`config.mk`:
```
export PLATFORM = sky130hd
export DESIGN_NAME = vector_chunk_streamer_flat
export DESIGN_NICKNAME = d
export VERILOG_FILES = /design/src/rtl/vector_chunk_streamer_pkg.sv /design/src/rtl/vector_chunk_streamer_if.sv /design/src/rtl/vector_chunk_buffer.sv /design/src/rtl/vector_chunk_streamer.sv /design/src/flat_wrapper.sv
export SDC_FILE = /design/constraint.sdc
export NUM_CORES = 1
export LEC_CHECK = 0
export ABC_CLOCK_PERIOD_IN_PS = 2200
export CAP_MARGIN = 5
export CORE_MARGIN = 2
export CORE_UTILIZATION = 40
export DETAILED_ROUTE_END_ITERATION = 7
export SYNTH_ARGS = -nofsm -noshare
export SYNTH_HDL_FRONTEND = slang
export SYNTH_SLANG_ARGS = --single-unit
```
`constraint.sdc`:
```
create_clock -name clk -period 2.2 [get_ports clk]
set_input_delay 0.22 -clock clk [delete_from_list [all_inputs] [get_ports clk]]
set_output_delay 0.22 -clock clk [all_outputs]
set_load 0.05 [all_outputs]
```
`src/rtl/vector_chunk_streamer_pkg.sv`:
```
// Shared definitions for the vector chunk streamer.
//   DEF_ELEMENT_WIDTH / DEF_NO_OF_UNITS : default element width and lanes per chunk
//   state_e                             : streamer FSM state encoding
//   num_chunks()                        : ceil(noe / units), the number of chunks a vector occupies
package vector_chunk_streamer_pkg;

  localparam int DEF_ELEMENT_WIDTH = 32;
  localparam int DEF_NO_OF_UNITS   = 8;

  typedef enum logic [1:0] {
    ST_IDLE   = 2'd0,
    ST_LOAD   = 2'd1,
    ST_READY  = 2'd2,
    ST_STREAM = 2'd3
  } state_e;

  // Exact ceiling division, so a vector that fills its last chunk gets no spare chunk.
  function automatic int num_chunks(input int noe, input int units);
    return (noe + units - 1) / units;
  endfunction

endpackage

```
`src/rtl/vector_chunk_streamer_if.sv`:
```
// Handshake bundle between a vector producer/consumer and the chunk streamer.
//   master : the environment side (drives load/write/stream controls and chunk_ready)
//   slave  : the streamer side (drives wr_ready, chunk stream and status flags)
interface vector_chunk_streamer_if
  import vector_chunk_streamer_pkg::*;
#(
  parameter int ELEMENT_WIDTH = DEF_ELEMENT_WIDTH,
  parameter int NO_OF_UNITS   = DEF_NO_OF_UNITS
) ();

  logic                                 load_start;
  logic                                 wr_valid;
  logic [ELEMENT_WIDTH-1:0]             wr_data;
  logic                                 wr_ready;
  logic                                 stream_start;
  logic                                 chunk_valid;
  logic [ELEMENT_WIDTH*NO_OF_UNITS-1:0] chunk_data;
  logic                                 chunk_ready;
  logic                                 chunk_last;
  logic                                 loaded;
  logic                                 stream_done;

  modport master (
    output load_start, wr_valid, wr_data, stream_start, chunk_ready,
    input  wr_ready, chunk_valid, chunk_data, chunk_last, loaded, stream_done
  );

  modport slave (
    input  load_start, wr_valid, wr_data, stream_start, chunk_ready,
    output wr_ready, chunk_valid, chunk_data, chunk_last, loaded, stream_done
  );

endinterface

```
`src/rtl/vector_chunk_buffer.sv`:
```
// Chunk storage: NUM_CHUNKS rows of NO_OF_UNITS lanes, ELEMENT_WIDTH bits each.
//   clk        : write clock
//   wr_chunk   : row written this cycle
//   wr_lane_en : one enable per lane (at most one set per cycle in normal use)
//   wr_data    : element written into every enabled lane
//   rd_chunk   : row read combinationally
//   rd_data    : full row, lane k at [k*ELEMENT_WIDTH +: ELEMENT_WIDTH]
// Contents are deliberately not reset; the streamer masks unused lanes on read.
module vector_chunk_buffer #(
  parameter int NUM_CHUNKS    = 2,
  parameter int ELEMENT_WIDTH = 32,
  parameter int NO_OF_UNITS   = 8,
  parameter int CIDX_W        = (NUM_CHUNKS > 1) ? $clog2(NUM_CHUNKS) : 1
) (
  input  logic                                 clk,
  input  logic [CIDX_W-1:0]                    wr_chunk,
  input  logic [NO_OF_UNITS-1:0]               wr_lane_en,
  input  logic [ELEMENT_WIDTH-1:0]             wr_data,
  input  logic [CIDX_W-1:0]                    rd_chunk,
  output logic [ELEMENT_WIDTH*NO_OF_UNITS-1:0] rd_data
);

  logic [ELEMENT_WIDTH*NO_OF_UNITS-1:0] mem_r [NUM_CHUNKS];

  // Per-lane element writes into the addressed row
  always_ff @(posedge clk) begin
    for (int k = 0; k < NO_OF_UNITS; k++) begin
      if (wr_lane_en[k]) begin
        mem_r[wr_chunk][k*ELEMENT_WIDTH +: ELEMENT_WIDTH] <= wr_data;
      end
    end
  end

  assign rd_data = mem_r[rd_chunk];

endmodule

```
`src/rtl/vector_chunk_streamer.sv`:
```
// Loads an NOE-element vector one element at a time, then streams it out as
// ceil(NOE/NO_OF_UNITS) wide chunks with valid/ready flow control. The vector
// is retained after streaming so it can be replayed without reloading.
//   clk   : rising-edge clock
//   reset : synchronous, active-high
//   bus   : slave side of vector_chunk_streamer_if (load/write/stream handshakes)
module vector_chunk_streamer
  import vector_chunk_streamer_pkg::*;
#(
  parameter int NOE           = 10,
  parameter int ELEMENT_WIDTH = DEF_ELEMENT_WIDTH,
  parameter int NO_OF_UNITS   = DEF_NO_OF_UNITS
) (
  input  logic                    clk,
  input  logic                    reset,
  vector_chunk_streamer_if.slave  bus
);

  localparam int NUM_CHUNKS = num_chunks(NOE, NO_OF_UNITS);
  localparam int CIDX_W     = (NUM_CHUNKS > 1) ? $clog2(NUM_CHUNKS) : 1;
  localparam int LANE_W     = (NO_OF_UNITS > 1) ? $clog2(NO_OF_UNITS) : 1;
  localparam int DW         = ELEMENT_WIDTH * NO_OF_UNITS;

  localparam logic [CIDX_W-1:0] LAST_CHUNK = CIDX_W'(NUM_CHUNKS - 1);
  localparam logic [LANE_W-1:0] LAST_LANE  = LANE_W'((NOE - 1) % NO_OF_UNITS);
  localparam logic [LANE_W-1:0] TOP_LANE   = LANE_W'(NO_OF_UNITS - 1);

  state_e              state_r;
  logic [CIDX_W-1:0]   wr_chunk_r;
  logic [LANE_W-1:0]   wr_lane_r;
  logic [CIDX_W-1:0]   rd_idx_r;
  logic                wr_ready_r;
  logic                chunk_valid_r;
  logic                chunk_last_r;
  logic                loaded_r;
  logic                stream_done_r;
  logic [DW-1:0]       chunk_data_r;

  logic                wr_accept_s;
  logic                wr_last_s;
  logic                chunk_accept_s;
  logic                rd_last_s;
  logic [CIDX_W-1:0]   rd_sel_s;
  logic [NO_OF_UNITS-1:0] wr_lane_en_s;
  logic [DW-1:0]       rd_raw_s;
  logic [DW-1:0]       rd_masked_s;

  // Handshake qualifiers and the row to present next
  always_comb begin
    // A load_start in LOAD restarts the vector, so the concurrent element is dropped.
    wr_accept_s    = (state_r == ST_LOAD) && bus.wr_valid && !bus.load_start;
    wr_last_s      = (wr_chunk_r == LAST_CHUNK) && (wr_lane_r == LAST_LANE);
    chunk_accept_s = chunk_valid_r && bus.chunk_ready;
    rd_last_s      = (rd_idx_r == LAST_CHUNK);
    // chunk_data is registered, so the buffer is read one row ahead of the
    // row being presented; outside STREAM the look-ahead row is chunk 0.
    if ((state_r == ST_STREAM) && !rd_last_s) begin
      rd_sel_s = rd_idx_r + CIDX_W'(1'b1);
    end else begin
      rd_sel_s = '0;
    end
  end

  // One-hot lane enable for the element being accepted
  always_comb begin
    wr_lane_en_s = '0;
    for (int k = 0; k < NO_OF_UNITS; k++) begin
      wr_lane_en_s[k] = wr_accept_s && (wr_lane_r == LANE_W'(k));
    end
  end

  vector_chunk_buffer #(
    .NUM_CHUNKS    (NUM_CHUNKS),
    .ELEMENT_WIDTH (ELEMENT_WIDTH),
    .NO_OF_UNITS   (NO_OF_UNITS),
    .CIDX_W        (CIDX_W)
  ) u_buffer (
    .clk        (clk),
    .wr_chunk   (wr_chunk_r),
    .wr_lane_en (wr_lane_en_s),
    .wr_data    (bus.wr_data),
    .rd_chunk   (rd_sel_s),
    .rd_data    (rd_raw_s)
  );

  // Zero every lane whose global element index lies past the end of the vector
  always_comb begin
    rd_masked_s = '0;
    for (int k = 0; k < NO_OF_UNITS; k++) begin
      if ((int'(rd_sel_s) * NO_OF_UNITS + k) < NOE) begin
        rd_masked_s[k*ELEMENT_WIDTH +: ELEMENT_WIDTH] = rd_raw_s[k*ELEMENT_WIDTH +: ELEMENT_WIDTH];
      end else begin
        rd_masked_s[k*ELEMENT_WIDTH +: ELEMENT_WIDTH] = '0;
      end
    end
  end

  // Control FSM with registered handshake and status outputs
  always_ff @(posedge clk) begin
    if (reset) begin
      state_r       <= ST_IDLE;
      wr_chunk_r    <= '0;
      wr_lane_r     <= '0;
      rd_idx_r      <= '0;
      wr_ready_r    <= 1'b0;
      chunk_valid_r <= 1'b0;
      chunk_last_r  <= 1'b0;
      loaded_r      <= 1'b0;
      stream_done_r <= 1'b0;
      chunk_data_r  <= '0;
    end else begin
      stream_done_r <= 1'b0;
      case (state_r)
        ST_IDLE: begin
          if (bus.load_start) begin
            state_r    <= ST_LOAD;
            wr_chunk_r <= '0;
            wr_lane_r  <= '0;
            wr_ready_r <= 1'b1;
          end
        end
        ST_LOAD: begin
          if (bus.load_start) begin
            wr_chunk_r <= '0;
            wr_lane_r  <= '0;
          end else if (wr_accept_s) begin
            if (wr_last_s) begin
              state_r    <= ST_READY;
              wr_ready_r <= 1'b0;
              loaded_r   <= 1'b1;
            end else if (wr_lane_r == TOP_LANE) begin
              wr_lane_r  <= '0;
              wr_chunk_r <= wr_chunk_r + CIDX_W'(1'b1);
            end else begin
              wr_lane_r  <= wr_lane_r + LANE_W'(1'b1);
            end
          end
        end
        ST_READY: begin
          if (bus.load_start) begin
            state_r    <= ST_LOAD;
            loaded_r   <= 1'b0;
            wr_ready_r <= 1'b1;
            wr_chunk_r <= '0;
            wr_lane_r  <= '0;
          end else if (bus.stream_start) begin
            state_r       <= ST_STREAM;
            rd_idx_r      <= '0;
            chunk_valid_r <= 1'b1;
            chunk_data_r  <= rd_masked_s;
            chunk_last_r  <= (LAST_CHUNK == '0);
          end
        end
        ST_STREAM: begin
          if (chunk_accept_s) begin
            if (rd_last_s) begin
              state_r       <= ST_READY;
              chunk_valid_r <= 1'b0;
              chunk_last_r  <= 1'b0;
              stream_done_r <= 1'b1;
              chunk_data_r  <= '0;
            end else begin
              rd_idx_r     <= rd_sel_s;
              chunk_data_r <= rd_masked_s;
              chunk_last_r <= (rd_sel_s == LAST_CHUNK);
            end
          end
        end
        default: begin
          state_r       <= ST_IDLE;
          wr_ready_r    <= 1'b0;
          chunk_valid_r <= 1'b0;
          chunk_last_r  <= 1'b0;
          loaded_r      <= 1'b0;
        end
      endcase
    end
  end

  assign bus.wr_ready    = wr_ready_r;
  assign bus.chunk_valid = chunk_valid_r;
  assign bus.chunk_data  = chunk_data_r;
  assign bus.chunk_last  = chunk_last_r;
  assign bus.loaded      = loaded_r;
  assign bus.stream_done = stream_done_r;

endmodule

```
`src/flat_wrapper.sv`:
```
// flat-port wrapper written by rule: the top's interface ports become plain ports
module vector_chunk_streamer_flat import vector_chunk_streamer_pkg::*;
#(
  parameter int NOE           = 10,
  parameter int ELEMENT_WIDTH = DEF_ELEMENT_WIDTH,
  parameter int NO_OF_UNITS   = DEF_NO_OF_UNITS
)
  (clk, reset, bus_load_start, bus_wr_valid, bus_wr_data, bus_stream_start, bus_chunk_ready, bus_wr_ready, bus_chunk_valid, bus_chunk_data, bus_chunk_last, bus_loaded, bus_stream_done);
  vector_chunk_streamer_if #(.ELEMENT_WIDTH(ELEMENT_WIDTH), .NO_OF_UNITS(NO_OF_UNITS)) bus_i ();
  input  logic clk;
  input  logic reset;
  input wire logic [$bits(bus_i.load_start)-1:0] bus_load_start;
  input wire logic [$bits(bus_i.wr_valid)-1:0] bus_wr_valid;
  input wire logic [$bits(bus_i.wr_data)-1:0] bus_wr_data;
  input wire logic [$bits(bus_i.stream_start)-1:0] bus_stream_start;
  input wire logic [$bits(bus_i.chunk_ready)-1:0] bus_chunk_ready;
  output wire logic [$bits(bus_i.wr_ready)-1:0] bus_wr_ready;
  output wire logic [$bits(bus_i.chunk_valid)-1:0] bus_chunk_valid;
  output wire logic [$bits(bus_i.chunk_data)-1:0] bus_chunk_data;
  output wire logic [$bits(bus_i.chunk_last)-1:0] bus_chunk_last;
  output wire logic [$bits(bus_i.loaded)-1:0] bus_loaded;
  output wire logic [$bits(bus_i.stream_done)-1:0] bus_stream_done;
  assign bus_i.load_start = bus_load_start;
  assign bus_i.wr_valid = bus_wr_valid;
  assign bus_i.wr_data = bus_wr_data;
  assign bus_i.stream_start = bus_stream_start;
  assign bus_i.chunk_ready = bus_chunk_ready;
  assign bus_wr_ready = bus_i.wr_ready;
  assign bus_chunk_valid = bus_i.chunk_valid;
  assign bus_chunk_data = bus_i.chunk_data;
  assign bus_chunk_last = bus_i.chunk_last;
  assign bus_loaded = bus_i.loaded;
  assign bus_stream_done = bus_i.stream_done;
  vector_chunk_streamer #(.NOE(NOE), .ELEMENT_WIDTH(ELEMENT_WIDTH), .NO_OF_UNITS(NO_OF_UNITS)) u_core (.clk(clk), .reset(reset), .bus(bus_i));
endmodule
```
Yosys cells after proc, flatten, opt, wreduce, memory -nomap -nowiden
Memory sizes are Yosys's and may differ from the RTL's.
Cells that the tools add are included.

storage, ports and cells
  word-level logic and storage cells = 158
  bits of input ports = 38
  register bits = 268
  bits in writable memories = 512
  memories kept = 1
  output and inout port bits = 261

memory list
  memory                 words  bits a word  read ports  clocked after memory_dff  write ports  RTL line                   RTL
  u_core.u_buffer.mem_r  2      256          1           0                         1            vector_chunk_buffer.sv:23  logic [ELEMENT_WIDTH*NO_OF_UNITS-1:0] mem_r [NUM_CHUNKS];

cells by class
  bitwise operators = 2
  $add $sub $neg = 10
  multiplexer cells = 74
  equality and inequality tests = 24
  $lt $le $gt $ge = 8
  reduce and logical (&&, ||, !) cells = 29

operator list
  operator               number
  $mux W256              4
  $pmux W256 S2          1
  $mux W32               8
  $lt A32 B5 Y1 const B  7
  $mux W1                40
  $add A4 B3 Y5 const B  4
  $reduce_and A5 Y1      4
  $mux W2                8
  $mux W3                5
  $logic_and A1 B1 Y1    13
  $eq A3 B3 Y1 const B   4
  $pmux W1 S2            6
  $add A4 B2 Y5 const B  2
  $ne A2 B1 Y1 const B   5
  $ne A2 B2 Y1 const B   5
  $ne A3 B3 Y1 const B   3
  $pmux W2 S4            1
  $reduce_and A4 Y1      2
  $reduce_and A7 Y1      1
  $eq A3 B2 Y1 const B   2
  $pmux W3 S2            1
  $reduce_bool A2 Y1     3
  $add A4 B1 Y5 const B  1
  $eq A2 B2 Y1 const B   2
  12 further kinds       15

Longest topological paths before layout
Gate-level depths: netlist (run 1).

  depth in word-level cells = 9
  gate-level depth with buffers = 7
  mapped depth without buffers = 5

Hierarchy
A second synthesis (run 1) with hierarchy kept.

second synthesis, totals
  cell total of the unflattened synthesis = 1622
  area, all modules = 28003.1 um^2

by module, submodules not included
  module                 instances  seq. area each (um^2)  area each (um^2)  cells each
  vector_chunk_buffer    1          15374.7                18666.7           813
  vector_chunk_streamer  1          5365.1                 9336.5            809

Worst setup path before layout (run 1)
OpenSTA, ideal clock, no wires.

  kind = register to register
  from = register u_core.state_r[0]
  to = memory u_core.u_buffer.mem_r[0][192] (netlist name) (enable)
  cell stages (with the launch flop) = 5
  path slack = 0.160 ns
  setup time = 0.392 ns
  data required time = 1.808 ns
  clock period less this slack = 2.040 ns
  buffers on the path = 1
  arrival time = 1.648 ns
  cells stage by stage = dfxtp_1 > buf_4 > and3b_1 > and3_1 > and2_1

between the ends
  cells in the longest elaborated chain, start to end = 6

RTL lines
  item                               RTL line                      RTL
  start: declaration                 vector_chunk_streamer.sv:28   state_e state_r;
  start signal: assignment           vector_chunk_streamer.sv:101  state_r <= ST_IDLE;
  start signal: assignment           vector_chunk_streamer.sv:116  state_r <= ST_LOAD;
  start signal: assignment           vector_chunk_streamer.sv:128  state_r <= ST_READY;
  $eq A2 B1 Y1                       vector_chunk_streamer.sv:51   wr_accept_s = (state_r == ST_LOAD) && bus.wr_valid && !bus.load_start;
  $logic_and A1 B1 Y1 (2 in series)  vector_chunk_streamer.sv:51
  $logic_and A1 B1 Y1                vector_chunk_streamer.sv:68   wr_lane_en_s[k] = wr_accept_s && (wr_lane_r == LANE_W'(k));
  $mux W1                            vector_chunk_buffer.sv:28     if (wr_lane_en[k]) begin
  $mux W1 (implied by the code)      vector_chunk_buffer.sv:29     mem_r[wr_chunk][k*ELEMENT_WIDTH +: ELEMENT_WIDTH] <= wr_data;
  end: declaration                   vector_chunk_buffer.sv:23

Every way passes these cells.

Worst setup path after layout (run 1)
  from = register u_core.chunk_data_r[2], in the netlist u_core.bus.chunk_data[2]
  to = output bus_chunk_data[2]

RTL lines
  item                      RTL line                      RTL
  start: declaration        vector_chunk_streamer.sv:37   logic [DW-1:0] chunk_data_r;
  start signal: assignment  vector_chunk_streamer.sv:150  chunk_data_r <= rd_masked_s;
  start signal: assignment  vector_chunk_streamer.sv:164  chunk_data_r <= rd_masked_s;
  end: declaration          flat_wrapper.sv:19            output wire logic [$bits(bus_i.chunk_data)-1:0] bus_chunk_data;

No word-level cell between the ends.

==> results of run 1 <==
layout by cell type (no fill, tap or decap), drive strengths merged, types with 4 or more instances in the layout:
master	synthesis	final
a311oi	4	4
edfxtp	320	320
ha	6	6
a21oi	255	255
clkdlybuf4s50	0	297
and2	7	7
clkbuf	42	88
nand2b	4	4
a32oi	61	61
and3	6	6
nand3	259	259
nor2	7	7
clkinv	0	14
bufinv	0	7
dfxtp	268	268
buf	93	59
inv	5	5
nor3	5	5
nand2	202	202
cell families after synthesis:
kind of cell | count (synthesis) | synth area share (%)
flops | 588 | 74.5
simple gates | 505 | 11.7
buf+inv | 140 | 3.86
fa+ha+maj | 6 | 0.373
compound gates | 329 | 9.49
mux | 3 | 0.156
final cells by class:
cell class / count / area [um^2]
clock buffer: 88 / 1780
inverter: 5 / 18.8
multi-input combinational: 843 / 4400
tap: 672 / 841
sequential: 588 / 15000
clock inverter: 22 / 284
fill: 4320 / 23700
timing repair buffer: 357 / 3860
antenna: 2 / 5.00
worst reg2reg max path, stage by stage (launching register included):
cell and delay [ns]:
dfxtp_1 0.61, and3b_1 0.27, and3_1 0.22, and2_2 0.19, buf_12 0.23
power by group through the flow:
stage	clock (mW)	combinational, mW	sequential [mW]
after floorplan	0	0.103	11.8
after global placement	0	0.382	11.8
after detailed placement	0	0.387	11.8
after CTS	10.7	0.389	11.6
after global routing	11.1	0.407	11.6
final	10.5	0.385	11.6
worst max path at each step:
stage	end	slack [ns]
2_1_floorplan	u_core.u_buffer.mem_r[0][192]	0.16
3_3_place_gp	u_core.bus.chunk_data[21]	0.05
3_5_place_dp	u_core.bus.chunk_data[49]	0.06
4_1_cts	bus_chunk_data[2]	0.05
5_1_grt	bus_chunk_valid	0.05
6_report	bus_chunk_data[2]	0.06
registers in the layout, summed over array words and instances, names as in the netlist:
signal and cells:
u_core.bus.chunk_valid 1, u_core.bus.wr_ready 1, u_core.rd_idx_r 1, u_core.state_r 2
u_core.bus.loaded 1, u_core.bus.stream_done 1, u_core.wr_chunk_r 1, u_core.bus.chunk_last 1
u_core.bus.chunk_data 256, u_core.u_buffer.mem_r 320, u_core.wr_lane_r 3
layer usage:
| layer | routed length [um] | up-vias | GRT usage, % |
|---|---|---|---|
| li1 | - | 6330 | - |
| met1 | 24700 | 6844 | 29.3 |
| met2 | 25800 | 472 | 32.4 |
| met3 | 3880 | 63 | 4.32 |
| met4 | 890 | 0 | 4.49 |
| met5 | 0 | - | 0 |
repair_timing:
action | CTS | global route
endpoints found under the setup margin | 0 | 0
hold buffers | 1 | 0
endpoints found under the hold margin | 32 | 0
==> impl_summary.md, run 1 <==
Hold path
The path with the worst hold slack has its endpoint at u_core.state_r[0]. In this run the worst hold path is classified as in -> reg. The number of cells on the worst hold path is 3.

The worst hold path begins at bus_stream_start.

Cells and area
Summing all non-filler instances in the final layout gives an area of 26200 um^2. At the end of the flow, the number of nets in the layout was 1897. Cells with a size suffix above 1 make up under 10% of the layout.

The count of placed standard cells in the final layout, fillers left out is 2577. Cells fill 52.5% of the core in the end. Compared with the post-synthesis result, the final layout area differs by 30.1%.

Clock tree
The H-tree depth is 2. Buffers added to address setup during post-CTS repair amount to 0. The number of buffers added by the clock tree synthesis step is 58. The number of buffers on the longest clock path is 3. The CTS tree is done. Clock-pin slew was measured on the worst setup and hold paths at 0.06 ns.

The clock tree root buffer cell is clkbuf_16. The clock reaches the later pin of the worst-skew pair after 0.60 ns. The sink count of the clock tree is 588. Once the clock tree was built, the resizer swapped 0 gates to a different size.

Placed design
The worst setup slack after placement is 0.0582 ns. The HPWL after detailed placement is 34.4 mm. The number of instances in the placed design is 2464. Input and output buffers added on the ports amount to 298. Summing all placed instances gives a cell area of 24100 um^2.

The global placer's final weighted congestion is ~0.77.

Logic synthesis
The biggest area contributor in the post-synthesis netlist is edfxtp_1. The number of different library cells used by synthesis comes to 36. In the post-synthesis netlist, the biggest area contributors are edfxtp_1 48%, dfxtp_1 27%, nand3_1 6.4%. Synthesis inferred 588 register bits.

After technology mapping, the gate count stands at around 1600. In this run the cell area of the synthesized design comes to 20100 um^2. Ranked by instance count, the synthesized netlist is headed by 320 x edfxtp_1, 268 x dfxtp_1, 259 x nand3_1, 255 x a21oi_1, 202 x nand2_1. The top cell type by area accounts for 47.8% of the synthesized area. In the synthesized netlist the async set-or-reset flop fraction comes to 0%.

The number of flops mapped to enable cells by yosys is 320. The most common cell in the synthesized netlist is edfxtp_1. The per-instance average area after synthesis is between 10 and 15 um^2. In the synthesized netlist the dominant register cell turns out to be edfxtp_1. The share of the yosys chip area belonging to registers is 74.5%. For this run, the number of Yosys warnings is 0. When the netlist entered floorplanning its net count stood at 1615.

Setup path
The endpoint identified for the worst register-to-register timing path is u_core.u_buffer.mem_r[0][176]. The arrival time at the worst endpoint is 1.92 ns. The maximum fanout count along the critical path is 2.

The number of cell instances on the worst register-to-register path is 4. For the worst setup path, the data required time is 1.98 ns. In this design, the stage delay of the slowest critical-path cell is between 0.8 and 0.9 ns. The cell class contributing the biggest share of worst-path delay is buffers and inverters. The worst setup path is launched from a flip-flop. The startpoint-to-endpoint class of the critical path is reg -> out. The endpoint class of the critical path is a primary output. The reg-to-reg startpoint is u_core.state_r[0]. Traced cell by cell, the critical path runs through clkdlybuf4s50_1. The startpoint of the most critical setup path is u_core.bus.chunk_data[2].

The count of buffering cells on the critical path with inverters included is 1. The total number of cells along the worst setup path is 1. For this design, the slowest cell found on the critical path is clkdlybuf4s50_1. The reg-to-reg setup timing slack is 0.34 ns.

Die
The area inside the core boundary is ~50000 um^2. The floorplan has 82 rows. The starting density of the core is 40.3%. For this design the top-level I/O count stands at ~300. The chip width is ~230 um. The chip height is 228 um. The area of the die is ~52000 um^2.

STA
The setup skew after layout is about 0.02 ns. The final critical-path share of the clock period is 97.1%. The worst-case setup margin in the final layout is 0.0630 ns. Timing would allow up to 0.468 GHz. Summed over all failing endpoints, the final setup total negative slack is 0 ns. The final hold violation count is 0. The final count of pins violating max slew was 0. Setup repair after global routing left no endpoint under its margin. The number of setup violations in the final report is 0. The worst pin sits at a relative slew slack of roughly 45%. Counting I/O delays and the setup requirement, the final critical path takes 2.14 ns. At the pin with the least slew margin, the transition time is between 0.8 and 0.9 ns.

Across all hold checks on the routed design, the worst slack comes to 0.376 ns.

Global route
The initial antenna violation count is 1. The total congestion overflow is 0. The maximum number of pins on one net before global-route repair is 89.

The first global-routing pass estimated 82.3 mm of wire. In the global route stage, overall resource usage came out at 20.5%. The number of global-route vias before repair is about 13000.

Drt
For this run, design rule violations remaining after detail routing come to 0. The total number of vias is 13700. The remaining antenna violation count is 0. The initial DRC count is 1166. The total wire length is 55.3 mm.

The per-cell routed wire length is between 20 and 25 um. Before antenna repair, the detailed router went through 5 iterations. Using the TritonRoute via totals, the vias-per-cell ratio works out to 5.32.

Pwr
For this design the ratio of total power to cell area is 858 nW/um^2. The combinational share of power is under 10%. Of the total power, the share spent switching nets is 19.5%.

The clock network accounts for 46.6% of the total power. The design internal power is 18.1 mW. The portion of total power attributed to sequential cells is approximately half.

For this design the static power due to leakage is about 8.3 nW. After layout, the design draws a total of 22.4 mW. The switching power of the nets is between 4 and 5 mW. IR analysis of the VDD net gives a maximum drop of 0.698 mV.

Run
Across the run, the number of max-cap violations was 0.

Status
The flow ran to the end, and the final reports show no timing, DRC or antenna violations.
Power figures use the tool's default switching activity.
==> run 2: changes to the inputs <==
--- a/config.mk
+++ b/config.mk
@@ -6,7 +6,6 @@
 export NUM_CORES = 1
 export LEC_CHECK = 0
 export ABC_CLOCK_PERIOD_IN_PS = 2200
-export CAP_MARGIN = 5
 export CORE_MARGIN = 2
 export CORE_UTILIZATION = 40
 export DETAILED_ROUTE_END_ITERATION = 7
==> results of run 2 <==
No change in the layout: final DEF, timing and power equal those of run 1.
==> run 3: changes to the inputs <==
--- a/config.mk
+++ b/config.mk
@@ -9,6 +9,7 @@
 export CORE_MARGIN = 2
 export CORE_UTILIZATION = 40
 export DETAILED_ROUTE_END_ITERATION = 7
+export SLEW_MARGIN = 10
 export SYNTH_ARGS = -nofsm -noshare
 export SYNTH_HDL_FRONTEND = slang
 export SYNTH_SLANG_ARGS = --single-unit
==> results of run 3 <==
No change in the layout: final DEF, timing and power equal those of run 1.
